### src/rtl/uart_pkg.sv
// Shared UART definitions: FSM state encoding, frame width and baud divider helper.
package uart_pkg;

  localparam int unsigned DATA_BITS = 8;

  typedef enum logic [2:0] {
    IDLE,
    START,
    DATA,
    PARITY,
    STOP,
    BREAK
  } uart_state_e;

  function automatic int unsigned uart_div(input int unsigned clk_hz,
                                           input int unsigned sclk_hz);
    return clk_hz / sclk_hz;
  endfunction

endpackage

### src/rtl/sync_2ff.sv
// Generic two-flop synchronizer for asynchronous single-bit inputs.
module sync_2ff #(
  parameter bit RESET_VAL = 1'b1
) (
  input  logic clk,
  input  logic rst_n,
  input  logic d,
  output logic q
);

  logic meta;

  always_ff @(posedge clk or negedge rst_n) begin
    if (!rst_n) begin
      meta <= RESET_VAL;
      q    <= RESET_VAL;
    end else begin
      meta <= d;
      q    <= meta;
    end
  end

endmodule

### src/rtl/uart_rx.sv
// UART receiver, 8N1 with mid-bit sampling and a valid/ready output register.
// Define UART_RX_PARITY_EN to add an even-parity bit and the parity_error port.
module uart_rx
  import uart_pkg::*;
#(
  parameter int unsigned CLK_HZ  = 710000000,
  parameter int unsigned SCLK_HZ = 115200
) (
  input  logic       clk,
  input  logic       reset,
  input  logic       uart_rxd,
  output logic [7:0] rx_data,
  output logic       rx_valid,
  input  logic       rx_ready,
  output logic       framing_error,
`ifdef UART_RX_PARITY_EN
  output logic       parity_error,
`endif
  output logic       overrun
);

  localparam int unsigned DIV   = uart_div(CLK_HZ, SCLK_HZ);
  localparam int unsigned CNT_W = $clog2(DIV);
  localparam logic [CNT_W-1:0] CNT_HALF = CNT_W'(DIV / 2 - 1);
  localparam logic [CNT_W-1:0] CNT_FULL = CNT_W'(DIV - 1);

  if (DIV < 4) begin : g_div_check
    $error("uart_rx: CLK_HZ/SCLK_HZ must be at least 4");
  end

  logic rxs;

  sync_2ff #(.RESET_VAL(1'b1)) u_sync (
    .clk  (clk),
    .rst_n(reset),
    .d    (uart_rxd),
    .q    (rxs)
  );

  uart_state_e          state_q, state_d;
  logic [CNT_W-1:0]     cnt_q, cnt_d;
  logic [2:0]           idx_q, idx_d;
  logic [DATA_BITS-1:0] shreg_q, shreg_d;
  logic [7:0]           data_d;
  logic                 valid_d, fe_d, ov_d;
  logic                 cnt_zero;
`ifdef UART_RX_PARITY_EN
  logic                 par_bad_q, par_bad_d, pe_d;
`endif

  always_ff @(posedge clk or negedge reset) begin
    if (!reset) begin
      state_q       <= IDLE;
      cnt_q         <= '0;
      idx_q         <= '0;
      shreg_q       <= '0;
      rx_data       <= '0;
      rx_valid      <= 1'b0;
      framing_error <= 1'b0;
      overrun       <= 1'b0;
`ifdef UART_RX_PARITY_EN
      par_bad_q     <= 1'b0;
      parity_error  <= 1'b0;
`endif
    end else begin
      state_q       <= state_d;
      cnt_q         <= cnt_d;
      idx_q         <= idx_d;
      shreg_q       <= shreg_d;
      rx_data       <= data_d;
      rx_valid      <= valid_d;
      framing_error <= fe_d;
      overrun       <= ov_d;
`ifdef UART_RX_PARITY_EN
      par_bad_q     <= par_bad_d;
      parity_error  <= pe_d;
`endif
    end
  end

  always_comb begin
    state_d  = state_q;
    cnt_zero = (cnt_q == '0);
    cnt_d    = cnt_zero ? cnt_q : cnt_q - 1'b1;
    idx_d    = idx_q;
    shreg_d  = shreg_q;
    data_d   = rx_data;
    valid_d  = rx_valid && !rx_ready;
    fe_d     = 1'b0;
    ov_d     = 1'b0;
`ifdef UART_RX_PARITY_EN
    par_bad_d = par_bad_q;
    pe_d      = 1'b0;
`endif

    unique case (state_q)
      IDLE: begin
        if (!rxs) begin
          state_d = START;
          cnt_d   = CNT_HALF;
        end
      end
      START: begin
        if (cnt_zero) begin
          if (!rxs) begin
            state_d = DATA;
            cnt_d   = CNT_FULL;
            idx_d   = '0;
          end else begin
            state_d = IDLE;
          end
        end
      end
      DATA: begin
        if (cnt_zero) begin
          shreg_d = {rxs, shreg_q[DATA_BITS-1:1]};
          cnt_d   = CNT_FULL;
          idx_d   = idx_q + 1'b1;
          if (idx_q == 3'd7) begin
`ifdef UART_RX_PARITY_EN
            state_d = PARITY;
`else
            state_d = STOP;
`endif
          end
        end
      end
      PARITY: begin
`ifdef UART_RX_PARITY_EN
        if (cnt_zero) begin
          par_bad_d = (^shreg_q) ^ rxs;
          cnt_d     = CNT_FULL;
          state_d   = STOP;
        end
`else
        state_d = IDLE;
`endif
      end
      STOP: begin
        if (cnt_zero) begin
`ifdef UART_RX_PARITY_EN
          pe_d = par_bad_q;
`endif
          if (rxs) begin
            state_d = IDLE;
`ifdef UART_RX_PARITY_EN
            if (!par_bad_q) begin
`else
            begin
`endif
              // A handshake in this same cycle frees the register for the new byte.
              if (!rx_valid || rx_ready) begin
                data_d  = shreg_q;
                valid_d = 1'b1;
              end else begin
                ov_d = 1'b1;
              end
            end
          end else begin
            fe_d    = 1'b1;
            state_d = BREAK;
          end
        end
      end
      BREAK: begin
        if (rxs) state_d = IDLE;
      end
      default: state_d = IDLE;
    endcase
  end

endmodule

### config.mk
export PLATFORM = sky130hd
export DESIGN_NAME = uart_rx
export DESIGN_NICKNAME = d
export VERILOG_FILES = /design/src/rtl/uart_pkg.sv /design/src/rtl/sync_2ff.sv /design/src/rtl/uart_rx.sv
export SDC_FILE = /design/constraint.sdc
export NUM_CORES = 1
export LEC_CHECK = 0
export ABC_CLOCK_PERIOD_IN_PS = 4100
export BUFFER_PORTS_ARGS = -buffer_cell sky130_fd_sc_hd__buf_4
export CAP_MARGIN = 30
export CORE_MARGIN = 5
export CORE_UTILIZATION = 58
export CTS_CLUSTER_DIAMETER = 150
export DETAILED_ROUTE_END_ITERATION = 8
export HOLD_SLACK_MARGIN = 0.02
export PLACE_DENSITY = 0.78
export SYNTH_ARGS = -nofsm -noshare
export SYNTH_HDL_FRONTEND = slang
export SYNTH_SLANG_ARGS = --single-unit
### constraint.sdc
create_clock -name clk -period 4.1 [get_ports clk]
set_input_delay 0.82 -clock clk [delete_from_list [all_inputs] [get_ports clk]]
set_output_delay 0.82 -clock clk [all_outputs]
set_load 0.01 [all_outputs]
* Word-level counts from Yosys, hierarchy flattened
Cells that the tools add are included.
** Word-level totals
- Bits in registers :: 40
** Cells by class
- $add $sub $neg :: 2
- Equality and inequality tests :: 12
- Mux-type cells :: 30
- Reductions and logical operators :: 11
** Operators by type and width (count)
- $mux W13 :: 5
- $pmux W13 S3 :: 1
- $mux W3 :: 10
- $pmux W3 S5 :: 1
- $logic_not A13 Y1 :: 1
- $sub A13 B1 Y13 const B :: 1
- $ne A2 B2 Y1 const B :: 6
- $mux W1 :: 11
- $eq A3 B3 Y1 const B :: 3
- $reduce_and A4 Y1 :: 2
- $pmux W3 S2 :: 1
- $reduce_and A6 Y1 :: 1
- $add A3 B1 Y3 const B :: 1
- $eq A3 B1 Y1 const B :: 1
- $eq A3 B2 Y1 const B :: 1
- $logic_not A3 Y1 :: 1
- $logic_not A1 Y1 :: 2
- $mux W2 :: 1
- $ne A2 B1 Y1 const B :: 1
- $reduce_and A2 Y1 :: 1
- $reduce_bool A2 Y1 :: 1
- $logic_and A1 B1 Y1 :: 1
- $logic_or A1 B1 Y1 :: 1

* Logic depth before layout (Yosys ltp)
Gate-level depths: netlist (run 1).
- Depth after elaboration :: 6
- Gate-level depth with buffers :: 11
- Depth with buffers taken out :: 9

* Hierarchy
From an unflattened synthesis (run 1), not the netlist that was laid out.
** Unflattened totals
- Cells, all modules :: 166
- Area, all modules :: 1929.4 um^2
** By module, submodules not included
- uart_rx :: times used 1, cells an instance 164, area an instance 1876.8 um^2
- sync_2ff :: times used 1, cells an instance 2, area an instance 52.6 um^2

* Worst setup path after synthesis (run 1)
Ideal clock, no wire load.
- Path kind :: reg-to-reg
- Start point :: reg cnt_q[0]
- End point :: reg cnt_q[0]
- Setup time :: 65 ps
- Data arrival time :: 2505 ps
- Setup slack :: 1530 ps
- Cell stages (with the launch flop) :: 11
- Buffers on the path :: 2
- Clock period less this slack :: 2570 ps
- Path through :: dfrtp_1 -> inv_1 -> ha_1 -> or4b_1 -> clkbuf_1 -> nor4_4 -> inv_2 -> clkbuf_1 -> ha_1 -> a2111oi_0 -> a21o_1
** On the way
- Longest elaborated chain between the ends :: 5
- Elaborated cells between the ends (all ways) :: 8
- Classes of those cells :: add/sub (1); mux (6); reduce/logical (1)
** RTL lines
- start: declaration :: RTL line uart_rx.sv:41 : logic [CNT_W-1:0] cnt_q, cnt_d;
- start signal: assignment :: RTL line uart_rx.sv:67 : cnt_q <= cnt_d;
- $sub A13 B1 Y13 or $logic_not A13 Y1 (tied branches) :: RTL line uart_rx.sv:84, uart_rx.sv:83
- $mux W13 :: RTL line uart_rx.sv:84 : cnt_d = cnt_zero ? cnt_q : cnt_q - 1'b1;
- $mux W13 :: RTL line uart_rx.sv:105 : if (!rxs) begin
- $mux W13 :: RTL line uart_rx.sv:104 : if (cnt_zero) begin
- $pmux W13 S3 * :: RTL line uart_rx.sv:96 : unique case (state_q)
- net cnt_d[0] :: RTL line uart_rx.sv:41
The timed path passes the listed nets; every way through them passes the cells marked *.
A chain may end at the register's enable or synchronous reset.

* Worst setup path in the final report (run 1)
- Start point :: reg cnt_q[0]
- End point :: reg rx_data[3]
** On the way
- Longest elaborated chain between the ends :: 2
** RTL lines
- $logic_not A13 Y1 :: RTL line uart_rx.sv:83 : cnt_zero = (cnt_q == '0);
- $reduce_and A4 Y1 (no line)
- end signal: assignment :: RTL line uart_rx.sv:70 : rx_data <= data_d;
- end: declaration :: RTL line uart_rx.sv:12 : output logic [7:0] rx_data,
No other way between the ends.

==> impl_metrics.prom, run 1 <==
# TYPE chip_impl_metric gauge
chip_impl_metric{name="comb_power_share",unit="%"} 2.1
chip_impl_metric{name="routedWlPerCell",unit="um"} 15.6
chip_impl_metric{name="overflow",unit=""} 0
chip_impl_metric{name="timing.reg2reg.worst_path_depth",unit=""} 7
chip_impl_metric{name="hold_depth",unit=""} 0
chip_impl_info{name="tritoncts",value="yes"} 1
chip_impl_info{name="timing.critical_path.max_delay_family",value="simple AND/OR/NAND/NOR gates"} 1
chip_impl_metric{name="syn_inst",unit=""} 165
chip_impl_metric{name="clock_latency",unit="ns"} 0.35
chip_impl_metric{name="internal_power",unit="uW"} 467
chip_impl_metric{name="report.power.total",unit="uW"} 612
chip_impl_metric{name="cts.hold.buffers_added",unit=""} 0
chip_impl_metric{name="grt_antenna_before_repair",unit=""} 0
chip_impl_metric{name="count_of_flip_flops_with_a_built_in_enable_after_synthesis",unit=""} 0
chip_impl_metric{name="synth.distinct_cells",unit=""} 41
chip_impl_metric{name="max_cap_viols",unit=""} 0
chip_impl_metric{name="drtAntennaViolNets",unit=""} 0
chip_impl_info{name="cp_endpoint_kind",value="flop"} 1
chip_impl_info{name="min_from",value="u_sync.meta$_DFF_PN1_"} 1
chip_impl_metric{name="synth-async-reset-ratio",unit="%"} 100
chip_impl_info{name="timing.setup.critical_path_class",value="reg -> reg"} 1
chip_impl_metric{name="design.final.nets",unit=""} 185
chip_impl_metric{name="post_cts_resized",unit=""} 0
chip_impl_metric{name="io_buffer_count",unit=""} 14
chip_impl_metric{name="finalWeightedCongestion",unit=""} 0.890
chip_impl_metric{name="synth-seq-area-share",unit="%"} 53.3
chip_impl_metric{name="fmax",unit="GHz"} 0.299
chip_impl_metric{name="die_area",unit="mm2"} 0.00448
chip_impl_metric{name="cts_buffers",unit=""} 5
chip_impl_metric{name="synth.cell_area",unit="mm2"} 0.00188
chip_impl_metric{name="power.ir.vdd_worst",unit="mV"} 0.243
chip_impl_metric{name="grt_first_pass_wirelength",unit="um"} 6220
chip_impl_metric{name="critPathMaxStageDelay",unit="ns"} 0.64
chip_impl_metric{name="die_h",unit="um"} 67.0
chip_impl_metric{name="number_of_remaining_drc_errors",unit=""} 0
chip_impl_metric{name="timing.hold.ws",unit="ns"} 0.364
chip_impl_metric{name="switching_share",unit="%"} 23.6
chip_impl_metric{name="worst-slew-pin-transition",unit="ns"} 1.08
chip_impl_metric{name="drt_first_iter_violations",unit=""} 109
chip_impl_metric{name="p_per_area",unit="mW/mm2"} 296
chip_impl_info{name="dominantRegCellSynth",value="sky130_fd_sc_hd__dfrtp_1"} 1
chip_impl_metric{name="leakage",unit="nW"} 0.907
chip_impl_metric{name="top_level_ports",unit=""} 15
chip_impl_info{name="rr_startpoint",value="cnt_q[0]$_DFF_PN0_"} 1
chip_impl_metric{name="post_drt_via_cell_ratio",unit=""} 6.10
chip_impl_metric{name="power_switching",unit="uW"} 144
chip_impl_metric{name="grt_start_max_net_pins",unit=""} 41
chip_impl_metric{name="clock_power_share",unit="%"} 32.9
chip_impl_metric{name="synthesis.nets",unit=""} 173
chip_impl_metric{name="fp-row-count",unit=""} 20
chip_impl_metric{name="chipWidth",unit="um"} 67.0
chip_impl_metric{name="tcrit_tclk_final",unit="%"} 81.4
chip_impl_metric{name="drt_pass_1_iters",unit=""} 4
chip_impl_metric{name="timing.slew.headroom",unit="%"} 27.3
chip_impl_info{name="crit_slowest_cell",value="sky130_fd_sc_hd__nor4b_4"} 1
chip_impl_metric{name="syn_area_per_cell",unit="um2"} 11.4
chip_impl_metric{name="finalMaxSlewViolations",unit=""} 0
chip_impl_metric{name="layout_cells_sized_above_1",unit="%"} 24.2
chip_impl_metric{name="postCtsSetupRepairBufs",unit=""} 0
chip_impl_info{name="worst_hold_path.endpoint",value="u_sync.q$_DFF_PN1_"} 1
chip_impl_metric{name="worstPathBufferInverterCount",unit=""} 2
chip_impl_metric{name="floorplan.core_area",unit="mm2"} 0.00308
chip_impl_info{name="cell_breakdown_of_the_critical_path",value="inv_1 > ha_1 > or4b_1 > nor4_4 > inv_2 > nor4b_4 > mux2_2"} 1
chip_impl_metric{name="post_layout_min_period",unit="ns"} 3.34
chip_impl_info{name="grt_setup_unrepaired",value="no"} 1
chip_impl_metric{name="seq_power_share",unit="%"} 65.0
chip_impl_metric{name="timing.reg2reg.setup_slack",unit="ns"} 0.76
chip_impl_metric{name="cts-root-to-sink-buffers",unit=""} 2
chip_impl_metric{name="critical_path_required",unit="ns"} 4.35
chip_impl_metric{name="cts_htree_levels",unit=""} 2
chip_impl_metric{name="finalSetupViolCount",unit=""} 0
chip_impl_metric{name="clkSinkCount",unit=""} 40
chip_impl_metric{name="final.setup.tns",unit="ns"} 0
chip_impl_metric{name="yosysWarningCount",unit=""} 0
chip_impl_metric{name="n_antenna_cell",unit=""} 0
chip_impl_info{name="startpoint",value="cnt_q[0]$_DFF_PN0_"} 1
chip_impl_info{name="worstHoldPathType",value="reg -> reg"} 1
chip_impl_metric{name="dp_hpwl",unit="um"} 2490
chip_impl_metric{name="ys_ff_latch",unit=""} 40
chip_impl_metric{name="via_count_of_the_first_global_routing_pass",unit=""} 1313
chip_impl_metric{name="synthToLayoutAreaGrowth",unit="%"} 9.91
chip_impl_metric{name="via_count",unit=""} 1354
chip_impl_metric{name="drt-total-wl",unit="um"} 3470
chip_impl_metric{name="start_util",unit="%"} 61.1
chip_impl_metric{name="worst_skew",unit="ns"} 0.0149
chip_impl_metric{name="clk_pin_slew",unit="ns"} 0.13
chip_impl_info{name="status",value="completed"} 1
chip_impl_metric{name="grtUsageTotal",unit="%"} 18.7
chip_impl_info{name="critical_path.reg2reg.endpoint",value="rx_data[3]$_DFFE_PN0P_"} 1
chip_impl_info{name="clockRootBuffer",value="sky130_fd_sc_hd__clkbuf_4"} 1
chip_impl_metric{name="critical_path_peak_fanout",unit=""} 12
chip_impl_metric{name="finalHoldViolations",unit=""} 0
chip_impl_info{name="critPathLaunchType",value="flop"} 1
chip_impl_metric{name="crit_arrival",unit="ns"} 3.59
==> cells in the mapped netlist (all sizes together), types with 3 or more instances <==
cell type  number  share of area (%)
mux2           17                 10
o21ai           7                1.9
nand2b          5                1.7
clkbuf          7                1.4
nor4            4                2.1
a21oi          12                3.2
nand3           4                1.1
or3             6                2.0
nor3            3               0.80
nor2b           3                1.0
nand2           9                1.8
or4             6                2.4
dfrtp          38                 51
nor2            8                1.6
inv             3               0.60
ha              4                2.7
==> flip-flops by register name (all words and copies together) (netlist names) <==
name,flops
cnt_q,13
rx_data,8
shreg_q,8
idx_q,3
state_q,3
framing_error,1
overrun,1
rx_valid,1
u_sync.meta,1
u_sync.q,1
==> power by group through the flow <==
stage | combinational, mW | sequential (mW) | clock [mW]
final | 0.0128 | 0.398 | 0.201
after global routing | 0.0148 | 0.398 | 0.232
after CTS | 0.0133 | 0.398 | 0.208
after detailed placement | 0.0133 | 0.405 | 0
after global placement | 0.0128 | 0.405 | 0
after floorplan | 0.00292 | 0.405 | 0
==> cells by family (layout without fill, tap and decap cells) <==
kind of cell,after synthesis,in the layout,synth area share [%]
AOI/OAI and AO/OA,35,35,12.1
xor gates and xnor gates,2,2,0.931
adders and majority gates,4,4,2.66
buffers and inverters,12,25,2.46
DFF,40,40,53.3
muxes,17,17,10.2
and+or+nand+nor,55,55,18.4
==> how the worst max path moves through the flow <==
stage,cells past startpoint,to
final,7,rx_data[3]$_DFFE_PN0P_
after global placement,7,rx_data[4]$_DFFE_PN0P_
after CTS,7,rx_data[3]$_DFFE_PN0P_
after detailed placement,7,rx_data[3]$_DFFE_PN0P_
after global routing,7,rx_data[0]$_DFFE_PN0P_
after floorplan,10,cnt_q[0]$_DFF_PN0_
==> layer usage <==
layer  up-vias  global-route usage (%)  share of wire, %
li1        639                       -                 -
met1       674                    23.5                44
met2        33                    29.8                50
met3         8                    5.90               4.8
met4         0                    7.09               1.6
met5         -                       0                 0
==> area by class of cell <==
type / instances / area, um2
Tap cell: 44 / 55.1
Timing Repair Buffer: 14 / 105
Inverter: 3 / 11.3
Clock inverter: 3 / 23.8
Multi-Input combinational cell: 113 / 832
Clock buffer: 5 / 37.5
Sequential cell: 40 / 1000
Fill cell: 238 / 1010
==> cell usage in the layout (no fill, tap or decap), types with 2 or more instances in the layout <==
master                       synthesis  layout
sky130_fd_sc_hd__nand2_1             9       9
sky130_fd_sc_hd__nand2b_1            5       5
sky130_fd_sc_hd__dfrtp_1            38      38
sky130_fd_sc_hd__mux2_2             15      15
sky130_fd_sc_hd__clkinvlp_4          0       2
sky130_fd_sc_hd__o41ai_1             2       2
sky130_fd_sc_hd__or3_1               6       6
sky130_fd_sc_hd__buf_4               0      14
sky130_fd_sc_hd__nor4_1              3       3
sky130_fd_sc_hd__nand3_1             4       4
sky130_fd_sc_hd__nor2_1              8       8
sky130_fd_sc_hd__nand3b_1            2       2
sky130_fd_sc_hd__ha_1                4       4
sky130_fd_sc_hd__inv_1               2       2
sky130_fd_sc_hd__dfstp_2             2       2
sky130_fd_sc_hd__o21ai_0             7       7
sky130_fd_sc_hd__a21o_1              2       2
sky130_fd_sc_hd__xor2_1              2       2
sky130_fd_sc_hd__or4_1               6       6
sky130_fd_sc_hd__mux2_1              2       2
sky130_fd_sc_hd__a21oi_1            12      12
sky130_fd_sc_hd__clkbuf_4            0       5
sky130_fd_sc_hd__a2111oi_0           2       2
sky130_fd_sc_hd__a22o_1              2       2
sky130_fd_sc_hd__nor3_1              3       3
sky130_fd_sc_hd__nor2b_1             3       3
==> metrics by stage <==
step,util (%),worst slack (ns),std cells,cell area (um2)
3_3_place_gp,65.2,0.947,214,2010
4_1_cts,67.2,0.775,222,2070
5_1_grt,67.2,0.566,222,2070
3_5_place_dp,65.2,0.811,214,2010
2_1_floorplan,-,1.53,165,1880
6_report,67.2,0.761,222,2070
Note: power is estimated with default switching activity, not from simulation.
==> run 2: changes to the inputs <==
--- a/config.mk
+++ b/config.mk
@@ -5,7 +5,7 @@
 export SDC_FILE = /design/constraint.sdc
 export NUM_CORES = 1
 export LEC_CHECK = 0
-export ABC_CLOCK_PERIOD_IN_PS = 4100
+export ABC_CLOCK_PERIOD_IN_PS = 3300
 export BUFFER_PORTS_ARGS = -buffer_cell sky130_fd_sc_hd__buf_4
 export CAP_MARGIN = 30
 export CORE_MARGIN = 5
==> constraint.sdc (replaced) <==
create_clock -name clk -period 3.3 [get_ports clk]
set_input_delay 0.66 -clock clk [delete_from_list [all_inputs] [get_ports clk]]
set_output_delay 0.66 -clock clk [all_outputs]
set_load 0.01 [all_outputs]
==> run 2 against run 1 <==
Net effect:
- hold slack got worse by 0.11 ns
- utilization grew 0.98 points
- clock power is 54% higher
- critical path depth did not move
- wire length fell by 0.92%
- clock skew decreased by 0.0019 ns
- via count is 3.0% lower
- die area stayed put
- setup slack lost 0.39 ns
==> impl_metrics.prom, run 2 (synthesis gave the netlist of run 1 again) <==
# TYPE chip_impl_metric gauge
chip_impl_info{name="critPathLaunchType",value="flop"} 1
chip_impl_info{name="reg.largest.list",value="cnt_q: 13 flops, rx_data: 8 flops, shreg_q: 8 flops"} 1
chip_impl_metric{name="worst_skew",unit="ns"} 0.0130
chip_impl_metric{name="number_of_remaining_drc_errors",unit=""} 0
chip_impl_metric{name="postCtsSetupRepairBufs",unit=""} 0
chip_impl_metric{name="cts_htree_levels",unit=""} 2
chip_impl_metric{name="timing.reg2reg.worst_path_depth",unit=""} 7
chip_impl_metric{name="cts_buffers",unit=""} 5
chip_impl_metric{name="comb_power_share",unit="%"} 1.9
chip_impl_metric{name="switching_share",unit="%"} 19.9
chip_impl_info{name="rr_startpoint",value="cnt_q[0]$_DFF_PN0_"} 1
chip_impl_info{name="grt_setup_unrepaired",value="no"} 1
chip_impl_metric{name="finalWeightedCongestion",unit=""} 0.884
chip_impl_metric{name="final.setup.tns",unit="ns"} 0
chip_impl_metric{name="floorplan.core_area",unit="mm2"} 0.00308
chip_impl_metric{name="critical_path_required",unit="ns"} 3.54
chip_impl_metric{name="design.final.nets",unit=""} 187
chip_impl_metric{name="via_count",unit=""} 1314
chip_impl_info{name="tritoncts",value="yes"} 1
chip_impl_metric{name="overflow",unit=""} 0
chip_impl_metric{name="power.ir.vdd_worst",unit="mV"} 0.312
chip_impl_metric{name="p_per_area",unit="mW/mm2"} 390
chip_impl_info{name="cp_endpoint_kind",value="flop"} 1
chip_impl_metric{name="power_switching",unit="uW"} 163
chip_impl_metric{name="drt_first_iter_violations",unit=""} 94
chip_impl_metric{name="top_level_ports",unit=""} 15
chip_impl_info{name="most_frequent_standard_cell_in_the_layout_excluding_fill_and_tap_cells",value="sky130_fd_sc_hd__dfrtp_1"} 1
chip_impl_metric{name="tcrit_tclk_final",unit="%"} 88.6
chip_impl_metric{name="drt_pass_1_iters",unit=""} 6
chip_impl_metric{name="largest_register_ffs",unit=""} 13
chip_impl_metric{name="crit_arrival",unit="ns"} 3.16
chip_impl_metric{name="timing.reg2reg.setup_slack",unit="ns"} 0.38
chip_impl_metric{name="die_area",unit="mm2"} 0.00448
chip_impl_metric{name="drtAntennaViolNets",unit=""} 0
chip_impl_info{name="timing.setup.critical_path_class",value="reg -> reg"} 1
chip_impl_metric{name="cts-root-to-sink-buffers",unit=""} 2
chip_impl_metric{name="finish.cell_count_without_fillers",unit=""} 224
chip_impl_info{name="worstHoldPathType",value="in -> async"} 1
chip_impl_info{name="most-common-layout-cells",value="sky130_fd_sc_hd__dfrtp_1, sky130_fd_sc_hd__buf_4, sky130_fd_sc_hd__mux2_2"} 1
chip_impl_metric{name="finalSetupViolCount",unit=""} 0
chip_impl_info{name="critical_path.reg2reg.endpoint",value="rx_data[2]$_DFFE_PN0P_"} 1
chip_impl_metric{name="clk_pin_slew",unit="ns"} 0.12
chip_impl_metric{name="die_h",unit="um"} 67.0
chip_impl_metric{name="clock_latency",unit="ns"} 0.35
chip_impl_metric{name="post_layout_min_period",unit="ns"} 2.92
chip_impl_metric{name="post_cts_resized",unit=""} 0
chip_impl_info{name="reg_with_most_ffs",value="cnt_q"} 1
chip_impl_metric{name="timing.hold.ws",unit="ns"} 0.255
chip_impl_metric{name="fp-row-count",unit=""} 20
chip_impl_metric{name="leakage",unit="nW"} 0.933
chip_impl_info{name="clockRootBuffer",value="sky130_fd_sc_hd__clkbuf_4"} 1
chip_impl_metric{name="fmax",unit="GHz"} 0.342
chip_impl_metric{name="worst-slew-pin-transition",unit="ns"} 0.789
chip_impl_metric{name="internal_power",unit="uW"} 655
chip_impl_info{name="status",value="completed"} 1
chip_impl_metric{name="finalMaxSlewViolations",unit=""} 0
chip_impl_metric{name="grt_start_max_net_pins",unit=""} 41
chip_impl_metric{name="n_antenna_cell",unit=""} 0
chip_impl_metric{name="io_buffer_count",unit=""} 14
chip_impl_metric{name="post_drt_via_cell_ratio",unit=""} 5.87
chip_impl_metric{name="max_cap_viols",unit=""} 0
chip_impl_metric{name="critical_path_peak_fanout",unit=""} 12
chip_impl_metric{name="start_util",unit="%"} 61.1
chip_impl_metric{name="timing.slew.headroom",unit="%"} 46.7
chip_impl_metric{name="routedWlPerCell",unit="um"} 15.3
chip_impl_metric{name="finalHoldViolations",unit=""} 0
chip_impl_metric{name="dp_hpwl",unit="um"} 2480
chip_impl_metric{name="clkSinkCount",unit=""} 40
chip_impl_metric{name="grtUsageTotal",unit="%"} 18.4
chip_impl_metric{name="placedCellCount",unit=""} 216
chip_impl_metric{name="via_count_of_the_first_global_routing_pass",unit=""} 1306
chip_impl_metric{name="clock_power_share",unit="%"} 37.8
chip_impl_metric{name="seq_power_share",unit="%"} 60.3
chip_impl_metric{name="synthToLayoutAreaGrowth",unit="%"} 11.5
chip_impl_metric{name="grt_first_pass_wirelength",unit="um"} 6030
chip_impl_metric{name="drt-total-wl",unit="um"} 3430
chip_impl_metric{name="chipWidth",unit="um"} 67.0
chip_impl_metric{name="layout_cells_sized_above_1",unit="%"} 24.4
chip_impl_metric{name="grt_antenna_before_repair",unit=""} 0
chip_impl_metric{name="cts.hold.buffers_added",unit=""} 0
[run 2: worst max-delay path by stage]
stage               slack (ns)          startpoint                      to
detailed placement        0.40  cnt_q[0]$_DFF_PN0_  rx_data[2]$_DFFE_PN0P_
CTS                       0.36  cnt_q[0]$_DFF_PN0_  rx_data[2]$_DFFE_PN0P_
global route              0.22  cnt_q[0]$_DFF_PN0_  rx_data[2]$_DFFE_PN0P_
finish                    0.38  cnt_q[0]$_DFF_PN0_  rx_data[2]$_DFFE_PN0P_
global placement          0.52  cnt_q[0]$_DFF_PN0_  rx_data[4]$_DFFE_PN0P_
floorplan                 0.73  cnt_q[0]$_DFF_PN0_      cnt_q[0]$_DFF_PN0_
[run 2: power groups by stage]
stage	registers [mW]	logic [mW]	clock network, mW
after floorplan	0.503	0.00362	0
after CTS	0.494	0.0162	0.320
after global routing	0.494	0.0184	0.340
final	0.494	0.0156	0.309
after detailed placement	0.503	0.0161	0
after global placement	0.503	0.0157	0
[run 2: layout make-up]
| cell class | count | area, um2 |
|---|---|---|
| Fill cell | 234 | 980 |
| Sequential cell | 40 | 1000 |
| Inverter | 3 | 11.3 |
| Clock buffer | 6 | 41.3 |
| Multi-Input combinational cell | 113 | 832 |
| Timing Repair Buffer | 16 | 120 |
| Tap cell | 44 | 55.1 |
| Clock inverter | 2 | 35.0 |
[run 2: per-stage QoR]
stage | util, % | area (um2) | power [mW] | worst slack [ns]
2_1_floorplan | - | 1880 | 0.506 | 0.730
5_1_grt | 68.2 | 2100 | 0.853 | 0.224
6_report | 68.2 | 2100 | 0.818 | 0.375
3_3_place_gp | 65.7 | 2020 | 0.519 | 0.517
4_1_cts | 68.2 | 2100 | 0.830 | 0.361
3_5_place_dp | 65.7 | 2020 | 0.519 | 0.396
[run 2: metal layers]
layer / track usage [%] / vias to the layer above / part of all wire, %
met5: 0 / - / 0
met4: 8.61 / 0 / 1.4
met3: 5.73 / 5 / 3.6
met2: 28.6 / 19 / 51
met1: 23.3 / 648 / 44
li1: - / 642 / -
[run 2: worst max-delay path, cell delays in order, from the launching register on]
cell and delay, ns:
sky130_fd_sc_hd__dfrtp_1 0.41, sky130_fd_sc_hd__inv_1 0.12, sky130_fd_sc_hd__ha_1 0.23, sky130_fd_sc_hd__or4b_1 0.59, sky130_fd_sc_hd__nor4_4 0.29, sky130_fd_sc_hd__inv_2 0.16, sky130_fd_sc_hd__nor4b_4 0.60, sky130_fd_sc_hd__mux2_2 0.40
==> run 3: changes to the inputs <==
--- a/config.mk
+++ b/config.mk
@@ -8,12 +8,11 @@
 export ABC_CLOCK_PERIOD_IN_PS = 3300
 export BUFFER_PORTS_ARGS = -buffer_cell sky130_fd_sc_hd__buf_4
 export CAP_MARGIN = 30
-export CORE_MARGIN = 5
-export CORE_UTILIZATION = 58
+export CORE_MARGIN = 2
+export CORE_UTILIZATION = 40
 export CTS_CLUSTER_DIAMETER = 150
 export DETAILED_ROUTE_END_ITERATION = 8
 export HOLD_SLACK_MARGIN = 0.02
-export PLACE_DENSITY = 0.78
 export SYNTH_ARGS = -nofsm -noshare
 export SYNTH_HDL_FRONTEND = slang
 export SYNTH_SLANG_ARGS = --single-unit
==> run 3 against run 2 <==
Net effect:
- first-iteration DRC count down 12%
- cell area grew 1.3%
- maximum frequency is 1.6% higher
- total power up 2.2%
- sequential share of layout area shrank 0.59 points
- sequential power is essentially flat
- hold slack better by 0.063 ns
- setup slack improved by 0.046 ns
- critical path type unchanged
- critical endpoint unchanged
- largest cell class unchanged
- largest power group unchanged
==> impl_metrics.prom, run 3 (synthesis gave the netlist of run 1 again) <==
# TYPE chip_impl_metric gauge
chip_impl_metric{name="fp-row-count",unit=""} 24
chip_impl_metric{name="critical_path_required",unit="ns"} 3.48
chip_impl_metric{name="n_antenna_cell",unit=""} 0
chip_impl_metric{name="post_cts_resized",unit=""} 0
chip_impl_metric{name="die_area",unit="mm2"} 0.00527
chip_impl_metric{name="floorplan.core_area",unit="mm2"} 0.00444
chip_impl_metric{name="grt_antenna_before_repair",unit=""} 0
chip_impl_metric{name="seq_power_share",unit="%"} 59.0
chip_impl_info{name="cp_endpoint_kind",value="flop"} 1
chip_impl_info{name="most_crowded_layer_gr",value="met2"} 1
chip_impl_info{name="crit_slowest_cell",value="sky130_fd_sc_hd__or4b_1"} 1
chip_impl_metric{name="cts.hold.buffers_added",unit=""} 0
chip_impl_metric{name="postCtsSetupRepairBufs",unit=""} 0
chip_impl_metric{name="clk_pin_slew",unit="ns"} 0.07
chip_impl_metric{name="start_util",unit="%"} 42.3
chip_impl_info{name="clockRootBuffer",value="sky130_fd_sc_hd__clkbuf_8"} 1
chip_impl_metric{name="finalMaxSlewViolations",unit=""} 0
chip_impl_metric{name="drt_pass_1_iters",unit=""} 4
chip_impl_metric{name="cts_buffers",unit=""} 5
chip_impl_info{name="rr_startpoint",value="cnt_q[0]$_DFF_PN0_"} 1
chip_impl_metric{name="clkSinkCount",unit=""} 40
chip_impl_metric{name="finalHoldViolations",unit=""} 0
chip_impl_metric{name="grt_util_met2",unit="%"} 23.1
chip_impl_metric{name="dp_hpwl",unit="um"} 2460
chip_impl_metric{name="crit_arrival",unit="ns"} 3.06
chip_impl_metric{name="critical_path_peak_fanout",unit=""} 12
chip_impl_info{name="most_frequent_standard_cell_in_the_layout_excluding_fill_and_tap_cells",value="sky130_fd_sc_hd__dfrtp_1"} 1
chip_impl_info{name="critPathLaunchType",value="flop"} 1
chip_impl_metric{name="comb_power_share",unit="%"} 1.9
chip_impl_metric{name="synthToLayoutAreaGrowth",unit="%"} 12.9
chip_impl_metric{name="layout_cells_sized_above_1",unit="%"} 25.0
chip_impl_info{name="critical_path.reg2reg.endpoint",value="rx_data[2]$_DFFE_PN0P_"} 1
chip_impl_metric{name="worstPathBufferInverterCount",unit=""} 2
chip_impl_info{name="startpoint",value="cnt_q[0]$_DFF_PN0_"} 1
chip_impl_metric{name="drt_first_iter_violations",unit=""} 83
chip_impl_metric{name="drt-total-wl",unit="um"} 3470
chip_impl_info{name="most-common-layout-cells",value="sky130_fd_sc_hd__dfrtp_1, sky130_fd_sc_hd__buf_4, sky130_fd_sc_hd__mux2_2"} 1
chip_impl_info{name="grt_setup_unrepaired",value="no"} 1
chip_impl_info{name="timing.critical_path.max_delay_family",value="simple AND/OR/NAND/NOR gates"} 1
chip_impl_metric{name="design.final.nets",unit=""} 187
chip_impl_metric{name="cts_htree_levels",unit=""} 2
chip_impl_metric{name="timing.hold.ws",unit="ns"} 0.318
chip_impl_metric{name="die_h",unit="um"} 72.6
chip_impl_metric{name="post_layout_min_period",unit="ns"} 2.88
chip_impl_info{name="reg_with_most_ffs",value="cnt_q"} 1
chip_impl_metric{name="internal_power",unit="uW"} 663
chip_impl_metric{name="grt_use_met1",unit="%"} 19.5
chip_impl_info{name="worstHoldPathType",value="in -> async"} 1
chip_impl_metric{name="timing.reg2reg.worst_path_depth",unit=""} 7
chip_impl_info{name="timing.setup.critical_path_class",value="reg -> reg"} 1
chip_impl_info{name="status",value="completed"} 1
chip_impl_metric{name="power_switching",unit="uW"} 174
chip_impl_info{name="cell_breakdown_of_the_critical_path",value="inv_1 > ha_1 > or4b_1 > nor4_4 > inv_2 > nor4b_4 > mux2_2"} 1
chip_impl_metric{name="critPathMaxStageDelay",unit="ns"} 0.60
chip_impl_metric{name="drtAntennaViolNets",unit=""} 0
chip_impl_metric{name="final.setup.tns",unit="ns"} 0
chip_impl_metric{name="leakage",unit="nW"} 0.942
chip_impl_metric{name="finalSetupViolCount",unit=""} 0
chip_impl_metric{name="via_count",unit=""} 1313
chip_impl_metric{name="routedWlPerCell",unit="um"} 15.0
chip_impl_metric{name="grt_first_pass_wirelength",unit="um"} 6070
chip_impl_metric{name="use_met3",unit="%"} 3.59
chip_impl_metric{name="fmax",unit="GHz"} 0.347
chip_impl_metric{name="report.power.total",unit="uW"} 837
chip_impl_metric{name="cts-root-to-sink-buffers",unit=""} 2
chip_impl_metric{name="final_cell_area",unit="mm2"} 0.00212
chip_impl_metric{name="finalWeightedCongestion",unit=""} 0.820
chip_impl_metric{name="grt_start_max_net_pins",unit=""} 41
chip_impl_metric{name="tcrit_tclk_final",unit="%"} 87.2
chip_impl_metric{name="chipWidth",unit="um"} 72.6
chip_impl_metric{name="clock_latency",unit="ns"} 0.29
chip_impl_metric{name="largest_register_ffs",unit=""} 13
chip_impl_metric{name="clock_power_share",unit="%"} 39.1
chip_impl_metric{name="max_cap_viols",unit=""} 0
chip_impl_metric{name="top_level_ports",unit=""} 15
chip_impl_metric{name="overflow",unit=""} 0
chip_impl_metric{name="post_drt_via_cell_ratio",unit=""} 5.66
chip_impl_metric{name="timing.reg2reg.setup_slack",unit="ns"} 0.42
chip_impl_metric{name="worst_skew",unit="ns"} 0.00193
chip_impl_metric{name="grtUsageTotal",unit="%"} 14.9
chip_impl_metric{name="number_of_remaining_drc_errors",unit=""} 0
chip_impl_metric{name="post_dp_cell_area",unit="mm2"} 0.00203
chip_impl_metric{name="via_count_of_the_first_global_routing_pass",unit=""} 1294
chip_impl_metric{name="timing.slew.headroom",unit="%"} 60.6
chip_impl_metric{name="switching_share",unit="%"} 20.7
chip_impl_metric{name="power.ir.vdd_worst",unit="mV"} 0.268
chip_impl_info{name="reg.largest.list",value="cnt_q: 13 flops, rx_data: 8 flops, shreg_q: 8 flops"} 1
chip_impl_metric{name="io_buffer_count",unit=""} 14
chip_impl_metric{name="p_per_area",unit="mW/mm2"} 394
chip_impl_metric{name="worst-slew-pin-transition",unit="ns"} 0.589
chip_impl_info{name="tritoncts",value="yes"} 1
run 3: stage by stage:
step / cells / util (%) / worst slack (ns)
after floorplan: 165 / - / 0.730
after global placement: 224 / 45.7 / 0.512
after detailed placement: 224 / 45.7 / 0.444
after CTS: 232 / 47.8 / 0.414
after global routing: 232 / 47.8 / 0.231
final: 232 / 47.8 / 0.421
run 3: worst max-delay path by stage:
stage | endpoint | slack [ns] | depth (start not counted)
floorplan | cnt_q[0]$_DFF_PN0_ | 0.73 | 10
global route | rx_data[2]$_DFFE_PN0P_ | 0.23 | 7
CTS | rx_data[2]$_DFFE_PN0P_ | 0.41 | 7
global placement | rx_data[5]$_DFFE_PN0P_ | 0.51 | 7
finish | rx_data[2]$_DFFE_PN0P_ | 0.42 | 7
detailed placement | rx_data[2]$_DFFE_PN0P_ | 0.44 | 7
run 3: final cells by class:
| type | count | area, um2 |
|---|---|---|
| multi-input combinational | 113 | 832 |
| clock inverter | 2 | 10.0 |
| fill | 408 | 2320 |
| clock buffer | 6 | 82.6 |
| timing repair buffer | 16 | 120 |
| sequential | 40 | 1000 |
| tap | 52 | 65.1 |
| inverter | 3 | 11.3 |
run 3: worst reg2reg max path, cell delays in order, from the launching register on:
cell and delay (ns):
sky130_fd_sc_hd__dfrtp_1 0.39, sky130_fd_sc_hd__inv_1 0.10, sky130_fd_sc_hd__ha_1 0.22, sky130_fd_sc_hd__or4b_1 0.60, sky130_fd_sc_hd__nor4_4 0.28, sky130_fd_sc_hd__inv_2 0.16
sky130_fd_sc_hd__nor4b_4 0.61, sky130_fd_sc_hd__mux2_2 0.40
run 3: layer usage:
metal | wire length [um] | part of all wire (%)
met1 | 1630 | 47
met2 | 1610 | 46
met3 | 159 | 4.6
met4 | 67 | 1.9
met5 | 0 | 0
run 3: power by group through the flow:
stage               Sequential, mW  Clock, mW  Combinational (mW)
finish                       0.494      0.327              0.0155
CTS                          0.494      0.340              0.0164
detailed placement           0.503          0              0.0164
floorplan                    0.503          0             0.00362
global route                 0.494      0.363              0.0186
global placement             0.503          0              0.0157
